## config.mk

```make
export PLATFORM = sky130hd
export DESIGN_NAME = video_timing_rx
export DESIGN_NICKNAME = d
export VERILOG_FILES = /design/src/rtl/video_timing_rx.sv
export SDC_FILE = /design/constraint.sdc
export NUM_CORES = 1
export LEC_CHECK = 0
export BUFFER_PORTS_ARGS = -buffer_cell sky130_fd_sc_hd__buf_2
export CAP_MARGIN = 25
export CORE_UTILIZATION = 55
export DETAILED_ROUTE_END_ITERATION = 10
export PLACE_DENSITY = 0.8
export SLEW_MARGIN = 30
export SYNTH_ARGS = -nofsm -noshare
export SYNTH_HDL_FRONTEND = slang
export SYNTH_SLANG_ARGS = --single-unit
```

## constraint.sdc

```tcl
create_clock -name clk_pix -period 6.82 [get_ports clk_pix]
set_clock_uncertainty 0.05 [all_clocks]
set_input_delay 0.341 -clock clk_pix [delete_from_list [all_inputs] [get_ports clk_pix]]
set_output_delay 0.341 -clock clk_pix [all_outputs]
set_load 0.05 [all_outputs]
```

## src/rtl/video_timing_rx.sv

```systemverilog
// video_timing_rx: recovers pixel position from sync/de and measures line, frame and active-area timing with lock detection.
module video_timing_rx #(
    parameter int CW          = 12,
    parameter int LOCK_FRAMES = 2
) (
    input  logic          clk_pix,
    input  logic          rst_pix_n,
    input  logic          hsync,
    input  logic          vsync,
    input  logic          de,
    output logic [CW-1:0] o_sx,
    output logic [CW-1:0] o_sy,
    output logic          o_de,
    output logic [CW-1:0] o_line_len,
    output logic [CW-1:0] o_frame_lines,
    output logic [CW-1:0] o_act_w,
    output logic [CW-1:0] o_act_h,
    output logic          o_frame_start,
    output logic          o_locked,
    output logic          o_err
);
    localparam logic [CW-1:0] MAX  = '1;
    localparam logic [3:0]    LOCK = 4'(LOCK_FRAMES);

    logic          hs_q, vs_q, de_q;
    logic [CW-1:0] hcnt, vcnt, cur_len;
    logic          line_seen, len_v, line_ok, armed, prev_v;
    logic [3:0]    good_cnt, good_nxt;
    logic          hs_fall, vs_fall, de_rise, de_fall, len_bad, timeout, frame_good;

    always_comb begin
        hs_fall    = hs_q & ~hsync;
        vs_fall    = vs_q & ~vsync;
        de_rise    = de & ~de_q;
        de_fall    = ~de & de_q;
        cur_len    = hcnt + 1'b1;
        len_bad    = hs_fall & line_seen & len_v & (cur_len != o_line_len);
        timeout    = ~hs_fall & (hcnt == MAX - 1'b1);
        frame_good = line_ok & ~len_bad & armed & prev_v & (vcnt == o_frame_lines);
        good_nxt   = (good_cnt == LOCK) ? LOCK : good_cnt + 4'd1;
    end

    // armed: a vsync fall has been seen, so the next captured frame count is a whole frame.
    // prev_v: o_frame_lines holds a whole-frame count and can serve as the stability reference.
    always_ff @(posedge clk_pix) begin
        if (!rst_pix_n) begin
            hs_q          <= 1'b1;
            vs_q          <= 1'b1;
            de_q          <= 1'b0;
            hcnt          <= '0;
            vcnt          <= '0;
            line_seen     <= 1'b0;
            len_v         <= 1'b0;
            line_ok       <= 1'b1;
            armed         <= 1'b0;
            prev_v        <= 1'b0;
            good_cnt      <= '0;
            o_sx          <= '0;
            o_sy          <= '0;
            o_de          <= 1'b0;
            o_line_len    <= '0;
            o_frame_lines <= '0;
            o_act_w       <= '0;
            o_act_h       <= '0;
            o_frame_start <= 1'b0;
            o_locked      <= 1'b0;
            o_err         <= 1'b0;
        end else begin
            hs_q          <= hsync;
            vs_q          <= vsync;
            de_q          <= de;
            o_de          <= de;
            o_frame_start <= vs_fall;
            o_err         <= 1'b0;
            if (hs_fall) begin
                if (line_seen) begin
                    o_line_len <= cur_len;
                    len_v      <= 1'b1;
                end
                line_seen <= 1'b1;
                hcnt      <= '0;
            end else if (hcnt != MAX) begin
                hcnt <= hcnt + 1'b1;
            end
            if (len_bad)
                line_ok <= 1'b0;
            if (vs_fall) begin
                o_frame_lines <= vcnt;
                o_act_h       <= o_sy;
                vcnt          <= CW'(hs_fall);
                o_sy          <= '0;
                line_ok       <= 1'b1;
                len_v         <= 1'b0;
                armed         <= 1'b1;
                prev_v        <= armed;
                if (frame_good) begin
                    good_cnt <= good_nxt;
                    o_locked <= (good_nxt == LOCK);
                end else begin
                    good_cnt <= '0;
                    o_locked <= 1'b0;
                    o_err    <= prev_v;
                end
            end else begin
                if (hs_fall && vcnt != MAX)
                    vcnt <= vcnt + 1'b1;
                if (de_fall && o_sy != MAX)
                    o_sy <= o_sy + 1'b1;
            end
            if (de_rise)
                o_sx <= '0;
            else if (de && o_sx != MAX)
                o_sx <= o_sx + 1'b1;
            if (de_fall)
                o_act_w <= (o_sx == MAX) ? MAX : o_sx + 1'b1;
            // a lost hsync invalidates everything measured so far, so relock starts from scratch
            if (timeout) begin
                o_locked  <= 1'b0;
                good_cnt  <= '0;
                line_seen <= 1'b0;
                armed     <= 1'b0;
                prev_v    <= 1'b0;
                o_err     <= 1'b1;
            end
        end
    end
endmodule
```

==> summary.txt, run 1 <==
Status
  – Outcome: finished clean

Finish
  – Final instance area: between 0.005 and 0.006 sq mm
  – Nets: 666
  – Area of the multi-input gates: 0.00262 sq mm
  – Register area: 0.00222 sq mm
  – # diodes: 0
  – Area Overhead vs Synth: 12.5%
  – # fillers: between 800 and 900
  – Core Util, Final: 64.3%
  – Layout cells sized above 1: 16.6%

Setup path
  – Startpoint Class: flip-flop
  – Critical path endpoint: good_cnt[0]
  – Worst setup EP type: flip-flop
  – RR Startpoint: hcnt[0]
  – Worst reg2reg endpoint: good_cnt[0]
  – R2R cell count: 8
  – Critical path startpoint: hcnt[0]
  – WP data required: 7.05 ns
  – CP Class: flip-flop to flip-flop
  – CP arrival: 2.66 ns
  – Worst reg-to-reg setup slack: 4.39 ns
  – CP max FO: 8

Placed design
  – GPL Wtd Cong: 0.885
  – Placed cell area: 0.00543 sq mm
  – Detailed-placement wirelength estimate: between 7000 and 8000 um
  – Buffers on Ports: 80

Pwr
  – Clk pwr share: approximately a third
  – Combinational power share: a little under 9%
  – Peak supply drop: roughly 0.12 mV
  – Sw frac: 25.3%
  – Pwr Density: 212 mW/mm^2
  – Pleak: 2.18 nW
  – Sequential share of power: 56.1%
  – Switching power of the nets: 0.302 mW
  – P_int: 0.894 mW

Timing
  – Final Setup Violations: 0
  – Pins Over Slew Limit: 0
  – Fmax: around 0.41 GHz
  – Fin crit share: 35.7%
  – Slew HR: 41.0%
  – Final min period: 2.43 ns
  – Worst slew pin tran: between 0.8 and 0.9 ns
  – Setup_tns: 0 ns
  – Final Hold Violating Endpoints: 0
  – RSZ-0062 raised after global routing: no

Routing
  – Drt first pass iters: 5
  – Detail Route Antenna Nets: 0
  – Final wirelength: 10900 um
  – Via density: 5.55
  – DRC errors left: 0
  – Initial DRC Count: 125
  – DR WL/cell: 14.3 um
  – Total number of vias: 4249

Floorplanning
  – # rows: 34
  – Initial Util: 57.2%
  – Core area: 0.00876 sq mm
  – Die Y: between 90 and 100 um
  – Floorplan die width: roughly 97 um
  – Die area: 0.00950 sq mm
  – Io pins: 81

Global routing
  – Vias in the first global route: 4035
  – Total Routing Usage GR: between 20% and 30%
  – Global-route wire length before repair: 18500 um
  – Grt ovf: 0
  – Initial antenna violation count: 1
  – Pin count of the biggest net entering global routing: 37

Synth
  – Post-synth EDFFs: 0
  – Cells after Synth: about 590
  – Area of the mapped netlist: 0.00501 sq mm
  – Synth area leaders: dfxtp_1 (44%), xnor2_1 (7.5%), nand2_1 (6.4%)
  – Compound-gate portion of the synthesized area: 13.4%
  – Post-synth top flop: dfxtp_1
  – Share of the synthesized area in the top cell type: 44.3%
  – Count leader, synth: dfxtp_1
  – Asr flop ratio synth: 0%
  – Seq cells post-synth: 111
  – Yosys cell types: 49
  – Post-synth top cells: dfxtp_1 (111), nand2_1 (86), nor2_1 (68)
  – Yosys top cell by area: dfxtp_1
  – Ys Warns: 0
  – Sequential area share after synthesis: 44.3%
  – Syn avg cell area: roughly 8.5 sq um
  – Largest family of logic cells by synthesized area: simple AND/OR/NAND/NOR gates
  – Mux cell area share after synthesis: 1.25%
  – Adder-cell share of the synthesized area: 1.75%
  – XOR/XNOR share of the synthesized area: 12.8%
  – Simple-gate portion of the synthesized area: 23.0%
  – Syn Nets: slightly above 600

Clock tree
  – Clock buffer count from CTS: 9
  – CTS clk-pin slew, worst paths: roughly 0.090 ns
  – CTS Sinks: 111
  – Hold-fix buffers, CTS: 0
  – Clock Path Buffers: 2
  – H-Tree Depth: 3
  – CTS tree: yes
  – PostCTS Resize Cnt: 0
  – Post-CTS setup buffer count: 0
  – Root Driver: clkbuf_8
  – Clock insertion delay at the later pin of the skew report: 0.36 ns

Run
  – Max_cap viols: 0

Min path
  – Min-delay worst type: input port to flip-flop
-- metrics by stage --
stage	cells	setup WS, ns	power (mW)	hold WS [ns]
after CTS	765	4.39	1.21	0.127
after global placement	751	4.50	0.789	0.392
after floorplan	592	4.34	0.767	0.382
final	765	4.39	1.20	0.135
after detailed placement	751	4.34	0.792	0.393
after global routing	765	4.18	1.24	0.163
-- metal layers --
layer / vias up / share of wire, % / GRT usage, %
li1: 2137 / - / -
met1: 1999 / 46 / 30.0
met2: 94 / 48 / 40.2
met3: 19 / 4.0 / 3.24
met4: 0 / 2.3 / 9.50
met5: - / 0 / 0
-- how the worst min path moves through the flow --
stage	start	endpoint	cells past startpoint
2_1_floorplan	len_v	len_v	2
3_3_place_gp	o_act_h[3]	o_act_h[3]	2
3_5_place_dp	o_act_h[11]	o_act_h[11]	2
4_1_cts	hsync	hs_q	2
5_1_grt	hsync	hs_q	2
6_report	hsync	hs_q	2
-- area by class of cell --
type,instances,share of cell area [%]
clock inverters,5,1.46
well taps,108,2.40
flip-flops and latches,111,39.4
multi-input cells,440,46.4
clock buffers,9,2.20
repair buffers,83,7.50
inverters,9,0.599
-- sequential cells by signal (all words and copies together), names as in the netlist, 4 cells and up --
| register | cells |
|---|---|
| good_cnt | 4 |
| o_sx | 12 |
| o_act_h | 12 |
| o_line_len | 12 |
| o_sy | 12 |
| o_act_w | 12 |
| vcnt | 12 |
| o_frame_lines | 12 |
| hcnt | 12 |
-- critical path, stage by stage (launching register included) --
cell and delay [ns]:
dfxtp_1 0.47, ha_1 0.25, nand3_1 0.16, nor3_1 0.31, xnor3_1 0.20, o2111ai_1 0.19, o31ai_4 0.40, nand2_2 0.09
o31ai_2 0.23
-- power groups by stage --
stage,logic [mW],clock network (mW),registers [mW]
after floorplan,0.0525,0,0.714
after global placement,0.103,0,0.686
after detailed placement,0.106,0,0.687
after CTS,0.106,0.428,0.672
after global routing,0.114,0.452,0.674
final,0.105,0.420,0.672
-- cell families (layout without fill, tap and decap cells) --
group / Yosys count / count (layout)
AO/OA/AOI/OAI: 111 / 111
adder cells (fa/ha/maj): 7 / 7
buffers and inverters: 41 / 106
XOR/XNOR: 70 / 70
multiplexers: 6 / 6
AND/OR/NAND/NOR: 246 / 246
flip-flops: 111 / 111
-- layout by cell type (no fill, tap or decap), drive strengths merged, types with 8 or more instances in the layout --
master and count:
buf 83, nand4 18, nor2 68, or3 8, clkbuf 9, and3 8, o21ai 22, nor2b 11
nand3 24, xor2 25, a21oi 58, inv 11, xnor2 43, nand2 87, dfxtp 111, a211oi 12
Note: power is estimated with default switching activity, not from simulation.
==> inputs of run 2 (changes only) <==
- clock period: 6.82 -> 2.5 ns (I/O delays scaled with it)
==> run 2 against run 1 <==
Fmax grew 2.4%; first-iteration DRC count grew 21%; sequential cell count is the same; setup slack lost 4.3 ns; sequential share of layout area shrank 0.43 points; non-clock buffer count grew 11; routed wire length grew 0.12%; power grew to 2.6 times the previous value; core utilization grew 0.74 points; cell area grew 1.2%; clock power grew 140%.
==> summary.txt, run 2 (synthesized netlist as in run 1, its figures left out) <==
Status
  – Outcome: finished clean

Timing
  – Final min period: 2.38 ns (-0.0568 ns)
  – Slew HR: 46.6% (+5.6 points)
  – Worst slew pin tran: 0.797 ns (-0.0883 ns)
  – Fin crit share: 95.1% (+59 points)
  – Pins Over Slew Limit: 0 (unchanged)
  – Final Setup Violations: 0 (unchanged)
  – Final Hold Violating Endpoints: 0 (unchanged)
  – Worst Hold Slack: 0.0363 ns (-0.0988 ns)
  – Fmax: 0.421 GHz (+2.4%)

Setup path
  – CP top delay family: compound AO/OA/AOI/OAI gates
  – RR Startpoint: hcnt[1]
  – WP buf/inv: 0 (unchanged)
  – Worst setup EP type: flip-flop
  – CP max FO: 8 (unchanged)
  – Startpoint Class: flip-flop
  – WP data required: 2.67 ns (-4.38 ns)
  – Critical Path, Cell by Cell: ha_1 -> nand3_1 -> xnor2_1 -> a31oi_1 -> o2111ai_1 -> o31ai_4 -> a31o_1 -> a21oi_1
  – Critical path startpoint: hcnt[1]
  – CP arrival: 2.55 ns (-0.11 ns)
  – CP Class: flip-flop to flip-flop
  – Worst reg-to-reg setup slack: 0.12 ns (-4.26 ns)
  – Critical path's largest stage delay: 0.44 ns (-0.03 ns)
  – Slowest CP cell: dfxtp_1

Global routing
  – Grt ovf: 0 (unchanged)
  – Initial antenna violation count: 0 (-1)
  – Pin count of the biggest net entering global routing: 31 (-16%)
  – Global-route wire length before repair: 18200 um (-1.7%)
  – Total Routing Usage GR: 23.0% (-0.57 points)
  – Vias in the first global route: 3915 (-3.0%)

Clock tree
  – CTS clk-pin slew, worst paths: 0.10 ns (about the same)
  – Clock buffer count from CTS: 9 (unchanged)
  – Clock Path Buffers: 2 (unchanged)
  – Root Driver: clkbuf_8
  – H-Tree Depth: 3 (unchanged)
  – CTS tree: yes
  – CTS Sinks: 111 (unchanged)
  – Clock insertion delay at the later pin of the skew report: 0.37 ns (about the same)

Finish
  – # fillers: 719 (-10%)
  – Register area: 0.00222 sq mm (about the same)
  – Final non-filler cell total: 778 (+1.7%)
  – # diodes: 0 (unchanged)
  – Most frequent cells in the layout: dfxtp_1 (110), nand2_1 (86), buf_2 (80)
  – Nets: 677 (+1.7%)
  – Area of the multi-input gates: 0.00262 sq mm (+0.14%)
  – Area Overhead vs Synth: 13.8%
  – Layout cells sized above 1: 18.4% (+1.8 points)
  – Commonest non-fill, non-tap cell in the layout: dfxtp_1

Routing
  – Via density: 5.54 (-0.19%)
  – Total number of vias: 4313 (+1.5%)
  – DRC errors left: 0 (unchanged)
  – DR WL/cell: 14.1 um (-1.6%)
  – Initial DRC Count: 151 (+21%)
  – Detail Route Antenna Nets: 0 (unchanged)
  – Drt first pass iters: 5 (unchanged)
  – Final wirelength: 11000 um (+0.12%)

Placed design
  – Detailed-placement wirelength estimate: 7790 um (-0.72%)
  – Buffers on Ports: 80 (unchanged)
  – Placed Cells: 758 (+0.93%)
  – GPL Wtd Cong: 0.947 (+7.1%)

Min path
  – Hold Startpoint: de
  – Min-delay worst type: input port to flip-flop

Floorplanning
  – Core area: 0.00876 sq mm (unchanged)
  – Die Y: 97.5 um (unchanged)
  – Floorplan die width: 97.5 um (unchanged)
  – Die area: 0.00950 sq mm (unchanged)
  – Initial Util: 57.2% (unchanged)
  – Io pins: 81 (unchanged)
  – # rows: 34 (unchanged)

Run
  – Max_cap viols: 0 (unchanged)

Pwr
  – Peak supply drop: 0.347 mV (+190%)
  – Pwr Density: 552 mW/mm^2 (+160%)
  – Pleak: 2.22 nW (+1.5%)
==> run 2: timing repair <==
item                                    in CTS  in global routing
gates resized for setup                      0                  4
endpoints found under the setup margin       0                 18
setup buffers                                0                  2
endpoints found under the hold margin        2                  0
hold buffers                                 2                  0
==> run 2: path summary, 6_finish.rpt <==
kind / to / cells after the start
setup / recovery: o_err / 8
hold / removal: o_sx[11] / 3
setup reg to reg: o_err / 8
hold reg to reg: o_locked / 2
==> run 2: report_power, final <==
group / switching (mW) / internal, mW
Combinational: 0.211 / 0.0868
Sequential: 0.0322 / 1.80
Clock: 0.636 / 0.382
Total: 0.879 / 2.27
==> run 2: area by class of cell <==
cell class / instances / share of cell area, %
Clock inverter: 6 / 0.899
Clock buffer: 10 / 2.24
Sequential cell: 111 / 39.0
Tap cell: 108 / 2.37
Multi-Input combinational cell: 440 / 46.0
Timing Repair Buffer: 94 / 8.95
Inverter: 9 / 0.592
==> run 2: per-stage QoR <==
step | instance area (sq um) | util, % | total power [mW] | setup TNS, ns | setup WS (ns)
2_1_floorplan | 5010 | - | 2.09 | 0 | 0.0240
3_3_place_gp | 5480 | 62.5 | 2.16 | 0 | 0.143
3_5_place_dp | 5480 | 62.5 | 2.17 | 0 | 0.0546
4_1_cts | 5680 | 64.8 | 3.16 | 0 | 0.0303
5_1_grt | 5700 | 65.1 | 3.26 | -0.0445 | -0.0177
6_report | 5700 | 65.1 | 3.15 | 0 | 0.124
==> run 2: per-layer routing <==
| metal | up-vias | track usage (%) | share of wire, % |
|---|---|---|---|
| li1 | 2165 | - | - |
| met1 | 2006 | 30.5 | 46 |
| met2 | 122 | 38.2 | 48 |
| met3 | 20 | 2.88 | 4.8 |
| met4 | 0 | 8.60 | 1.8 |
| met5 | - | 0 | 0 |
==> run 2: worst reg2reg max path, cell delays in order (launching register included) <==
cell and delay (ns):
dfxtp_1 0.44, ha_1 0.25, nand3_1 0.17, xnor2_1 0.19, a31oi_1 0.23, o2111ai_1 0.21
o31ai_4 0.43, a31o_1 0.20, a21oi_1 0.06
==> inputs of run 3 (changes only) <==
--- a/config.mk
+++ b/config.mk
@@ -9,4 +9,5 @@
 export CAP_MARGIN = 25
 export CORE_UTILIZATION = 55
+export CTS_BUF_LIST = sky130_fd_sc_hd__clkbuf_2 sky130_fd_sc_hd__clkbuf_4 sky130_fd_sc_hd__clkbuf_8
 export DETAILED_ROUTE_END_ITERATION = 10
 export PLACE_DENSITY = 0.8
==> constraint.sdc (replaced) <==
create_clock -name clk_pix -period 2.5 [get_ports clk_pix]
set_clock_uncertainty 0.05 [all_clocks]
set_input_delay 0 -clock clk_pix [delete_from_list [all_inputs] [get_ports clk_pix]]
set_output_delay 0 -clock clk_pix [all_outputs]
set_load 0.05 [all_outputs]
==> run 3 against run 2 <==
Combinational power rose by 1%; via count decreased by 0.39%; power fell by 0.24%; final cell count increased by 0.13%; fmax increased by 2.3%; sequential cell count did not move; core utilization is 0.27 points higher; sequential share of layout area shrank 0.16 points; global-route usage about the same; hold slack gained 0.37 ns.
==> summary.txt, run 3 (synthesized netlist as in run 1, its figures left out) <==
Setup path
  – RR Startpoint: o_sx[0]
  – Slowest CP cell: dfxtp_1
  – CP max FO: 6 (-2)
  – Worst setup EP type: flip-flop
  – WP data required: 2.72 ns (+0.05 ns)
  – Startpoint Class: flip-flop
  – R2R cell count: 8 (unchanged)
  – Critical Path, Cell by Cell: ha_1 -> nand3_1 -> or2_2 -> nor2_2 -> a31oi_1 -> nand2_1 -> xor2_1 -> nor2_1
  – Worst reg2reg endpoint: o_sx[2]
  – CP Class: flip-flop to flip-flop
  – Worst reg-to-reg setup slack: 0.18 ns (+0.05 ns)
  – CP arrival: 2.54 ns (about the same)
  – Critical path's largest stage delay: 0.43 ns (about the same)

Pwr
  – Clk pwr share: 32.1% (-0.2 points)
  – Sw frac: 27.4% (-0.56 points)
  – Peak supply drop: 0.273 mV (-21%)
  – Sequential share of power: 58.3% (about the same)
  – Pleak: 2.21 nW (-0.33%)
  – P_int: 2.28 mW (+0.54%)
  – Combinational power share: 9.6% (about the same)
  – Pwr Density: 549 mW/mm^2 (-0.66%)
  – Design Power: 3.14 mW (-0.24%)
  – Switching power of the nets: 0.860 mW (-2.2%)

Global routing
  – Total Routing Usage GR: 22.9% (-0.045 points)
  – Vias in the first global route: 3818 (-2.5%)
  – Pin count of the biggest net entering global routing: 31 (unchanged)
  – Initial antenna violation count: 0 (unchanged)
  – Global-route wire length before repair: 17900 um (-1.5%)
  – Grt ovf: 0 (unchanged)

Min path
  – Worst Hold End: o_act_h[6]
  – Hold Startpoint: o_act_h[6]
  – WHS Path Cells: 2 (-1)
  – Min-delay worst type: flip-flop to flip-flop

Finish
  – # diodes: 0 (unchanged)
  – Register area: 0.00222 sq mm (unchanged)
  – Area of the multi-input gates: 0.00262 sq mm (unchanged)
  – Nets: 679 (+0.30%)
  – Commonest non-fill, non-tap cell in the layout: dfxtp_1
  – # fillers: 758 (+5.4%)
  – Area Overhead vs Synth: 14.3%
  – Final non-filler cell total: 779 (+0.13%)
  – Final instance area: 0.00573 sq mm (+0.42%)
  – Most frequent cells in the layout: dfxtp_1 (110), nand2_1 (86), buf_2 (80)
  – Layout cells sized above 1: 18.0% (-0.33 points)

Clock tree
  – CTS clk-pin slew, worst paths: 0.10 ns (about the same)
  – CTS tree: yes
  – Clock buffer count from CTS: 9 (unchanged)
  – CTS Sinks: 111 (unchanged)
  – H-Tree Depth: 3 (unchanged)
  – Clock Path Buffers: 2 (unchanged)
  – Root Driver: clkbuf_8
  – Clock insertion delay at the later pin of the skew report: 0.38 ns (about the same)

Placed design
  – Buffers on Ports: 80 (unchanged)
  – Placed Cells: 757 (-0.13%)
  – Placed cell area: 0.00547 sq mm (-0.14%)
  – GPL Wtd Cong: 0.951 (+0.41%)
  – Detailed-placement wirelength estimate: 7840 um (+0.66%)

Timing
  – Slew HR: 41.9% (-4.7 points)
  – Fin crit share: 92.9% (-2.2 points)
  – Final min period: 2.32 ns (-0.0541 ns)
  – Setup_tns: 0 ns (unchanged)
  – Pins Over Slew Limit: 0 (unchanged)
  – Final Hold Violating Endpoints: 0 (unchanged)
  – Worst Hold Slack: 0.411 ns (+0.374 ns)
  – Fmax: 0.431 GHz (+2.3%)
  – Final Setup Violations: 0 (unchanged)
  – Worst slew pin tran: 0.867 ns (+0.0699 ns)

Floorplanning
  – Floorplan die width: 97.5 um (unchanged)
  – Io pins: 81 (unchanged)
  – Core area: 0.00876 sq mm (unchanged)
  – Initial Util: 57.2% (unchanged)
  – # rows: 34 (unchanged)
  – Die Y: 97.5 um (unchanged)
  – Die area: 0.00950 sq mm (unchanged)

Routing
  – Initial DRC Count: 167 (+11%)
  – Final wirelength: 11100 um (+0.96%)
  – DR WL/cell: 14.2 um (+0.83%)
  – Total number of vias: 4296 (-0.39%)
  – Detail Route Antenna Nets: 0 (unchanged)
  – Drt first pass iters: 5 (unchanged)
  – DRC errors left: 0 (unchanged)
  – Via density: 5.51 (-0.52%)

Run
  – Max_cap viols: 0 (unchanged)

Status
  – Outcome: finished clean
## run 3: critical path: cells and delay by family, from the launching register on
family | cells | cell delay, ns
fa+ha+maj | 1 | 0.24
compound gates | 1 | 0.31
simple gates | 5 | 1.04
xor+xnor | 1 | 0.16
flops | 1 | 0.43
## run 3: per-layer routing
layer  share of wire (%)  track usage [%]  wire length (um)
met1                  46             30.9              5060
met2                  48             37.3              5360
met4                 1.6             7.92               174
met3                 4.3             3.74               472
met5                   0                0                 0
## run 3: how the worst max path moves through the flow
| stage | from | end | slack [ns] | depth (start not counted) |
|---|---|---|---|---|
| 2_1_floorplan | o_sx[0] | o_sx[2] | 0.02 | 8 |
| 3_3_place_gp | hcnt[0] | o_err | 0.15 | 8 |
| 3_5_place_dp | hcnt[0] | o_err | 0.02 | 8 |
| 4_1_cts | hcnt[0] | o_err | 0.005 | 8 |
| 5_1_grt | o_sx[0] | o_sx[4] | -0.002 | 8 |
| 6_report | o_sx[0] | o_sx[2] | 0.18 | 8 |
## run 3: repair_timing
| item | in CTS | in global routing |
|---|---|---|
| hold buffers | 6 | 0 |
| buffers inserted | 0 | 1 |
| setup endpoints to repair | 0 | 21 |
| gates resized for setup | 0 | 4 |
| endpoints found under the hold margin | 17 | 0 |
## run 3: area by class of cell
cell class                      count  share of cell area, %
Clock buffer                       10                   2.40
Timing Repair Buffer               96                   9.35
Tap cell                          108                   2.36
Inverter                            9                  0.590
Clock inverter                      5                  0.699
Multi-Input combinational cell    440                   45.8
Sequential cell                   111                   38.8
## run 3: power by group through the flow
stage	combinational [mW]	sequential [mW]	clock [mW]
after floorplan	0.143	1.95	0
after global placement	0.287	1.87	0
after detailed placement	0.293	1.87	0
after CTS	0.301	1.83	1.02
after global routing	0.328	1.84	1.08
final	0.302	1.83	1.01
## run 3: through the flow
stage	utilization (%)	setup WS (ns)
after floorplan	-	0.0240
after global placement	62.5	0.146
after detailed placement	62.5	0.0170
after CTS	65.2	0.00512
after global routing	65.4	-0.00241
final	65.4	0.178
